[src/rtl/public_key_row_cache.sv]
// Public-key (A|b) row store: loads NUM_ROWS rows plus per-row sums, then replays
// them any number of times with columns at or above the latched k masked to zero.
module public_key_row_cache #(
    parameter int  DATA_WIDTH = 16,
    parameter int  NUM_ROWS   = 8,
    parameter int  MAX_COLS   = 4,
    parameter int  SUM_WIDTH  = 16,
    localparam int AW         = (NUM_ROWS > 1) ? $clog2(NUM_ROWS) : 1,
    localparam int KW         = $clog2(MAX_COLS + 1),
    localparam int RW         = MAX_COLS * DATA_WIDTH
) (
    input  logic                 i_clk,
    input  logic                 i_rst,
    input  logic                 i_clear,
    input  logic [KW-1:0]        i_k_cols,
    input  logic                 i_wr_valid,
    output logic                 o_wr_ready,
    input  logic [RW-1:0]        i_wr_row,
    input  logic [SUM_WIDTH-1:0] i_wr_sum,
    input  logic                 i_rd_start,
    output logic                 o_rd_valid,
    input  logic                 i_rd_ready,
    output logic [RW-1:0]        o_rd_row,
    output logic [SUM_WIDTH-1:0] o_rd_sum,
    output logic                 o_rd_last,
    output logic                 o_cache_full,
    output logic                 o_err_k,
    output logic [7:0]           o_pass_count,
    output logic [1:0]           o_state
);

    // Handshakes: a transfer happens on a cycle where valid and ready are both high;
    // the producer holds its payload stable while valid is high and ready is low.

    typedef enum logic [1:0] {
        S_LOAD = 2'd0,
        S_FULL = 2'd1,
        S_READ = 2'd2
    } state_t;

    localparam logic [AW-1:0] LAST_PTR = AW'(NUM_ROWS - 1);

    state_t                 r_state;
    state_t                 w_state_nxt;
    logic [AW-1:0]          r_wr_ptr;
    logic [AW-1:0]          r_rd_ptr;
    logic [KW-1:0]          r_k_lat;
    logic                   r_err_k;
    logic [7:0]             r_pass_count;
    logic [RW-1:0]          r_mem_row [NUM_ROWS];
    logic [SUM_WIDTH-1:0]   r_mem_sum [NUM_ROWS];

    logic                   w_wr_fire;
    logic                   w_rd_fire;
    logic                   w_k_ok;
    logic                   w_start_ok;
    logic [RW-1:0]          w_masked_row;

    assign w_wr_fire  = (r_state == S_LOAD) && i_wr_valid;
    assign w_rd_fire  = (r_state == S_READ) && i_rd_ready;
    assign w_k_ok     = (i_k_cols != '0) && (i_k_cols <= KW'(MAX_COLS));
    assign w_start_ok = (r_state == S_FULL) && i_rd_start && w_k_ok;

    always_ff @(posedge i_clk) begin
        if (i_rst) begin
            r_state <= S_LOAD;
        end else begin
            r_state <= w_state_nxt;
        end
    end

    always_comb begin
        w_state_nxt = r_state;
        case (r_state)
            S_LOAD: if (w_wr_fire && (r_wr_ptr == LAST_PTR)) w_state_nxt = S_FULL;
            S_FULL: if (w_start_ok) w_state_nxt = S_READ;
            S_READ: if (w_rd_fire && (r_rd_ptr == LAST_PTR)) w_state_nxt = S_FULL;
            default: w_state_nxt = S_LOAD;
        endcase
        if (i_clear) w_state_nxt = S_LOAD;
    end

    always_ff @(posedge i_clk) begin
        if (i_rst || i_clear) begin
            r_wr_ptr     <= '0;
            r_rd_ptr     <= '0;
            r_k_lat      <= '0;
            r_err_k      <= 1'b0;
            r_pass_count <= 8'd0;
        end else begin
            if (w_wr_fire) begin
                r_wr_ptr <= (r_wr_ptr == LAST_PTR) ? '0 : r_wr_ptr + AW'(1);
            end
            if ((r_state == S_FULL) && i_rd_start) begin
                if (w_k_ok) begin
                    r_k_lat  <= i_k_cols;
                    r_rd_ptr <= '0;
                end else begin
                    r_err_k  <= 1'b1;
                end
            end
            if (w_rd_fire) begin
                if (r_rd_ptr == LAST_PTR) begin
                    r_rd_ptr     <= '0;
                    r_pass_count <= r_pass_count + 8'd1;
                end else begin
                    r_rd_ptr     <= r_rd_ptr + AW'(1);
                end
            end
        end
    end

    // Storage has no reset so clear can keep the key bits while still forcing a reload.
    always_ff @(posedge i_clk) begin
        if (w_wr_fire && !i_rst && !i_clear) begin
            r_mem_row[r_wr_ptr] <= i_wr_row;
            r_mem_sum[r_wr_ptr] <= i_wr_sum;
        end
    end

    always_comb begin
        w_masked_row = '0;
        for (int c = 0; c < MAX_COLS; c++) begin
            if (KW'(c) < r_k_lat) begin
                w_masked_row[c*DATA_WIDTH +: DATA_WIDTH] = r_mem_row[r_rd_ptr][c*DATA_WIDTH +: DATA_WIDTH];
            end
        end
    end

    assign o_wr_ready   = (r_state == S_LOAD);
    assign o_rd_valid   = (r_state == S_READ);
    assign o_rd_row     = o_rd_valid ? w_masked_row : '0;
    assign o_rd_sum     = o_rd_valid ? r_mem_sum[r_rd_ptr] : '0;
    assign o_rd_last    = o_rd_valid && (r_rd_ptr == LAST_PTR);
    assign o_cache_full = (r_state != S_LOAD);
    assign o_err_k      = r_err_k;
    assign o_pass_count = r_pass_count;
    assign o_state      = r_state;

endmodule

[config.mk]
export PLATFORM = sky130hd
export DESIGN_NAME = public_key_row_cache
export DESIGN_NICKNAME = d
export VERILOG_FILES = /design/src/rtl/public_key_row_cache.sv
export SDC_FILE = /design/constraint.sdc
export NUM_CORES = 1
export LEC_CHECK = 0
export BUFFER_PORTS_ARGS = -buffer_cell sky130_fd_sc_hd__buf_2
export CAP_MARGIN = 20
export CELL_PAD_IN_SITES_DETAIL_PLACEMENT = 0
export CELL_PAD_IN_SITES_GLOBAL_PLACEMENT = 1
export CORE_ASPECT_RATIO = 1.2
export CORE_MARGIN = 2
export CORE_UTILIZATION = 53
export DETAILED_ROUTE_END_ITERATION = 16
export PLACE_DENSITY = 0.77
export SLEW_MARGIN = 20
export SYNTH_ARGS = -nofsm -noshare
export SYNTH_HDL_FRONTEND = slang
export SYNTH_SLANG_ARGS = --single-unit
[constraint.sdc]
create_clock -name i_clk -period 9.6 [get_ports i_clk]
set_input_delay 1.92 -clock i_clk [delete_from_list [all_inputs] [get_ports i_clk]]
set_output_delay 1.92 -clock i_clk [all_outputs]
set_load 0.05 [all_outputs]
# Word-level counts from Yosys, hierarchy flattened
# Memory sizes are Yosys's and may differ from the RTL's. A register that Yosys moved wholly into a read port is not among the register bits.
# Cells that the tools add are included.
[op_classes]
order_cmp = 5
n_bitwise = 1
reduce_logical = 24
addsub = 3
n_mux = 21
eq_ne = 7
[op_table]
columns = ["op", "count"]
rows = [
  ["$mux 16", 5],
  ["$mux 64", 1],
  ["$mux 3", 9],
  ["$logic_and 1x1->1", 10],
  ["$add 8x1->8 const B", 1],
  ["$reduce_and 2->1", 4],
  ["$add 3x1->3 const B", 2],
  ["$eq 3x3->1 const B", 2],
  ["$lt 1x3->1 const A", 2],
  ["$lt 2x3->1 const A", 2],
  ["$mux 2", 3],
  ["$pmux 2 s3", 1],
  ["$reduce_bool 2->1", 3],
  ["$ne 2x1->1 const B", 2],
  ["$le 3x3->1 const B", 1],
  ["$reduce_and 3->1", 1],
  ["$reduce_bool 3->1", 1],
  ["$eq 2x1->1 const B", 1],
  ["$eq 2x2->1 const B", 1],
  ["$logic_not 1->1", 2],
  ["$logic_not 2->1", 1],
  ["$mux 1", 2],
  ["$ne 2x2->1 const B", 1],
  ["$reduce_or 2->1", 1],
  ["2 further kinds", 2],
]
[word_totals]
mem_bits_rw = 640
inputBits = 89
n_memories = 2
ff_bits = 20
[memory_table]
columns = ["memory", "depth", "word_bits", "rd", "rd_ports_with_merged_regs", "wr", "line_no", "source"]
rows = [
  ["r_mem_row", 8, 64, 1, 1, 1, "50", "logic [RW-1:0] r_mem_row [NUM_ROWS];"],
  ["r_mem_sum", 8, 16, 1, 1, 1, "51", "logic [SUM_WIDTH-1:0] r_mem_sum [NUM_ROWS];"],
]

# Longest topological paths before layout
[logic_depth]
word_depth = 7
ltp_mapped = 7
depth_no_buf = 5

# Least setup slack after synthesis
# Ideal clock, no wire load.
[synth_timing]
path_kind = "in2reg"
from = "input i_rst"
to = "memory r_mem_row[1][0] (netlist bit) (enable)"
stages = 4
arrival_time_ns = 7.999
slack_ns = 0.984
path_buffers = 1
required_time_ns = 8.983
path_cell_list = "nor2_1 -> clkbuf_1 -> nand4_1 -> nor3_1"
[synth_between]
elab_chain_len = 5
[synth_rtl]
columns = ["element", "line_no", "source"]
rows = [
  ["start: declaration", "13", "input logic i_rst,"],
  ["$logic_not 1->1", "115", "if (w_wr_fire && !i_rst && !i_clear) begin"],
  ["$logic_and 1x1->1 (2 in series)", "115", ""],
  ["$mux 1", "115", ""],
  ["$mux 1 (implied by the code)", "116", "r_mem_row[r_wr_ptr] <= i_wr_row;"],
  ["end: declaration", "50", ""],
]
# No other way between the ends.

==> flow_summary.json <==
{
  "status": "finished, final reports clean",
  "root_buffer": "clkbuf_16",
  "pwr-share-clk_pct": 41.2,
  "ys_seq_area_share_pct": 78.0,
  "reg2reg_slack_ns": 6.08,
  "min_path_type": "flip-flop to flip-flop",
  "clockBufferDepth": 3,
  "cpPeakStageDelay_ns": 0.76,
  "grt_pass1_vias": 12227,
  "stdcell_area_mm2": 0.0287,
  "post-place-ws_ns": 4.42,
  "num_vias": 12080,
  "worst-r2r-cell-count": 4,
  "ctsResizeCount": 0,
  "finalPower_uw": 5560,
  "path_max_fanout": 41,
  "synth_cell_types": 47,
  "fin_crit_sh_pct": 58.9,
  "finalHoldViolations": 0,
  "holdPathEnd": "o_err_k",
  "cts_tree": "done",
  "antenna_found_initial": 6,
  "synthToLayoutAreaGrowth_pct": 13.9,
  "switchingPower_uw": 1030,
  "hpwlAfterDp_um": 28200,
  "cts_buffers": 61,
  "final-setup-viol-count": 0,
  "r2r-end": "r_mem_sum[3][6]",
  "cts_max_level": 2,
  "syn_nets": 1239,
  "ios": 184,
  "finalCriticalPeriod_ns": 5.65,
  "hold_buffers": 0,
  "drtIter0Drc": 1017,
  "cp-end-kind": "primary output",
  "place_area_mm2": 0.0268,
  "first_pass_iters": 5,
  "start_kind": "flip-flop",
  "setup_ws_ns": 3.95,
  "ys_top_cells_by_area": "edfxtp_1 76%, mux4_2 11%, mux2_2 2.9%, a22o_1 2.2%, dfxtp_1 1.8%",
  "layout_common_cells": "640 x edfxtp_1, 183 x buf_2, 128 x mux4_2",
  "postRouteAntennaNets": 0,
  "rsz0062_at_grt": "no",
  "die_height_um": 243,
  "grt_pass1_wl_um": 76700,
  "initial_core_util_pct": 53.7,
  "synthFlopType": "edfxtp_1",
  "tns_ns": 0,
  "netlist_instances": 1145,
  "dieArea_mm2": 0.0494,
  "core_mm2": 0.0470,
  "required_ns": 7.68,
  "worstPathCellList": "buf_4, buf_4, mux4_2, a22o_1, buf_2",
  "p_int_uw": 4520,
  "fin_nets": 1448,
  "maxSlewHeadroom_pct": 26.0,
  "routed_wl_um": 51300,
  "globalplace.congestion": 0.778,
  "swShare_pct": 18.6,
  "drc": 0,
  "avgSynthCellArea_um2": 22.0,
  "wire_per_inst_um": 25.3,
  "ys_ff_latch": 663,
  "hold_depth": 2,
  "combPwrFrac_pct": 1.4,
  "r2r-start": "o_state[1]",
  "finClkSkew_ns": 0.0135,
  "utilization_pct": 61.1,
  "cpMostUsedCell": "buf_4",
  "cpMaxStageDelayCell": "buf_4",
  "rows": 87,
  "cellPowerDensity_mw_per_mm2": 193,
  "slew_viol_final": 0,
  "worst_slew_pin_slew_ns": 1.11,
  "clk-insertion-delay-late_ns": 0.62,
  "leakagePower_uw": 0.00934,
  "clock-sinks": 663,
  "cts.clk_slew.worst_paths_ns": 0.06,
  "crit_type": "flip-flop to primary output",
  "syn-cell-area_mm2": 0.0252,
  "fmax_mhz": 177,
  "port_buffers": 183,
  "synth_edf_count": 640,
  "vdd_drop_max_v": 0.000136,
  "cap_violations": 0,
  "track_usage_pct": 20.9,
  "die_x_um": 203,
  "final_layout_size_suffix_gt1_share_pct": 35.6,
  "cts_setup_buffers": 0,
  "synth_top_area_share_pct": 76.2,
  "synth-warning-count": 0,
  "grt_start_max_net_pins": 70,
  "p_seq_share_pct": 57.4,
  "synthArstFlopShare_pct": 0,
  "overflow": 0,
  "synth_area_leader_cell": "edfxtp_1",
  "final_common_cell": "edfxtp_1",
  "via_per_inst": 5.97,
  "fillers": 3306,
  "arrival_ns": 3.73,
  "hp-start": "o_err_k"
}
[how the worst max path moves through the flow]
| stage | from | endpoint | cells after the start |
|---|---|---|---|
| final | flip-flop | o_rd_row[35] | 5 |
| after global routing | flip-flop | o_rd_row[27] | 5 |
| after CTS | flip-flop | o_rd_row[35] | 5 |
| after detailed placement | flip-flop | o_rd_row[35] | 5 |
| after global placement | flip-flop | o_rd_row[35] | 5 |
| after floorplan | i_rst | r_mem_row[1][0] | 4 |
[area by class of cell]
cell class,count,area (µm²),area share (%)
clock buffer,90,1730,6.01
antenna,1,2.50,0.00871
sequential,663,19700,68.5
inverter,6,22.5,0.0784
clock inverter,19,163,0.566
timing repair buffer,208,1100,3.84
tap,623,779,2.71
multi-input combinational,414,5260,18.3
[per-stage QoR]
stage	cells	hold slack (ns)
floorplan	1145	0.452
global placement	1914	0.445
detailed placement	1914	0.454
CTS	2023	0.462
global route	2024	0.495
finish	2024	0.465
[kinds of logic after synthesis]
| logic type | count (synthesis) | share of synthesized area (%) |
|---|---|---|
| XOR/XNOR | 1 | 0.0347 |
| AO/OA/AOI/OAI | 118 | 3.58 |
| multiplexers | 200 | 14.6 |
| AND/OR/NAND/NOR | 90 | 2.06 |
| buffers and inverters | 68 | 1.49 |
| adder cells (fa/ha/maj) | 5 | 0.248 |
| flip-flops | 663 | 78.0 |
[registers in the layout, summed over array words and instances, names as in the netlist, named ones only]
signal / count
o_err_k: 1
o_pass_count: 8
o_state: 2
r_k_lat: 3
r_mem_row: 512
r_mem_sum: 128
r_rd_ptr: 3
r_wr_ptr: 3
[power by group through the flow]
stage | Sequential (µW) | Combinational [µW] | Clock (µW)
global route | 3190 | 87.0 | 2440
finish | 3190 | 78.4 | 2290
floorplan | 3250 | 20.2 | 0
CTS | 3190 | 78.7 | 2330
global placement | 3250 | 74.0 | 0
detailed placement | 3250 | 78.6 | 0
[synthesized netlist by cell type (5+ instances only)]
| library cell | n |
|---|---|
| buf_4 | 9 |
| buf_6 | 8 |
| mux4_2 | 128 |
| o22ai_1 | 32 |
| nor3_1 | 24 |
| ha_1 | 5 |
| clkbuf_1 | 21 |
| inv_1 | 6 |
| buf_2 | 20 |
| a21oi_1 | 9 |
| nor2_1 | 16 |
| dfxtp_1 | 23 |
| mux2_2 | 64 |
| a22o_1 | 62 |
| mux2i_1 | 8 |
| edfxtp_1 | 640 |
| nand2_1 | 13 |
[critical path, delay by kind of cell (launching register included)]
kind                   cells  cell delay [ns]
AO/OA/AOI/OAI              1             0.27
flip-flops                 1             0.65
multiplexers               1             0.60
buffers and inverters      3             1.58
[metal layers]
metal	track usage [%]	routed length (µm)	up-vias
met5	0	55	-
met4	6.48	1040	10
met3	3.49	2980	79
met2	33.6	25500	365
met1	29.6	21700	6365
li1	-	-	5261
Note: power is estimated with default switching activity, not from simulation.
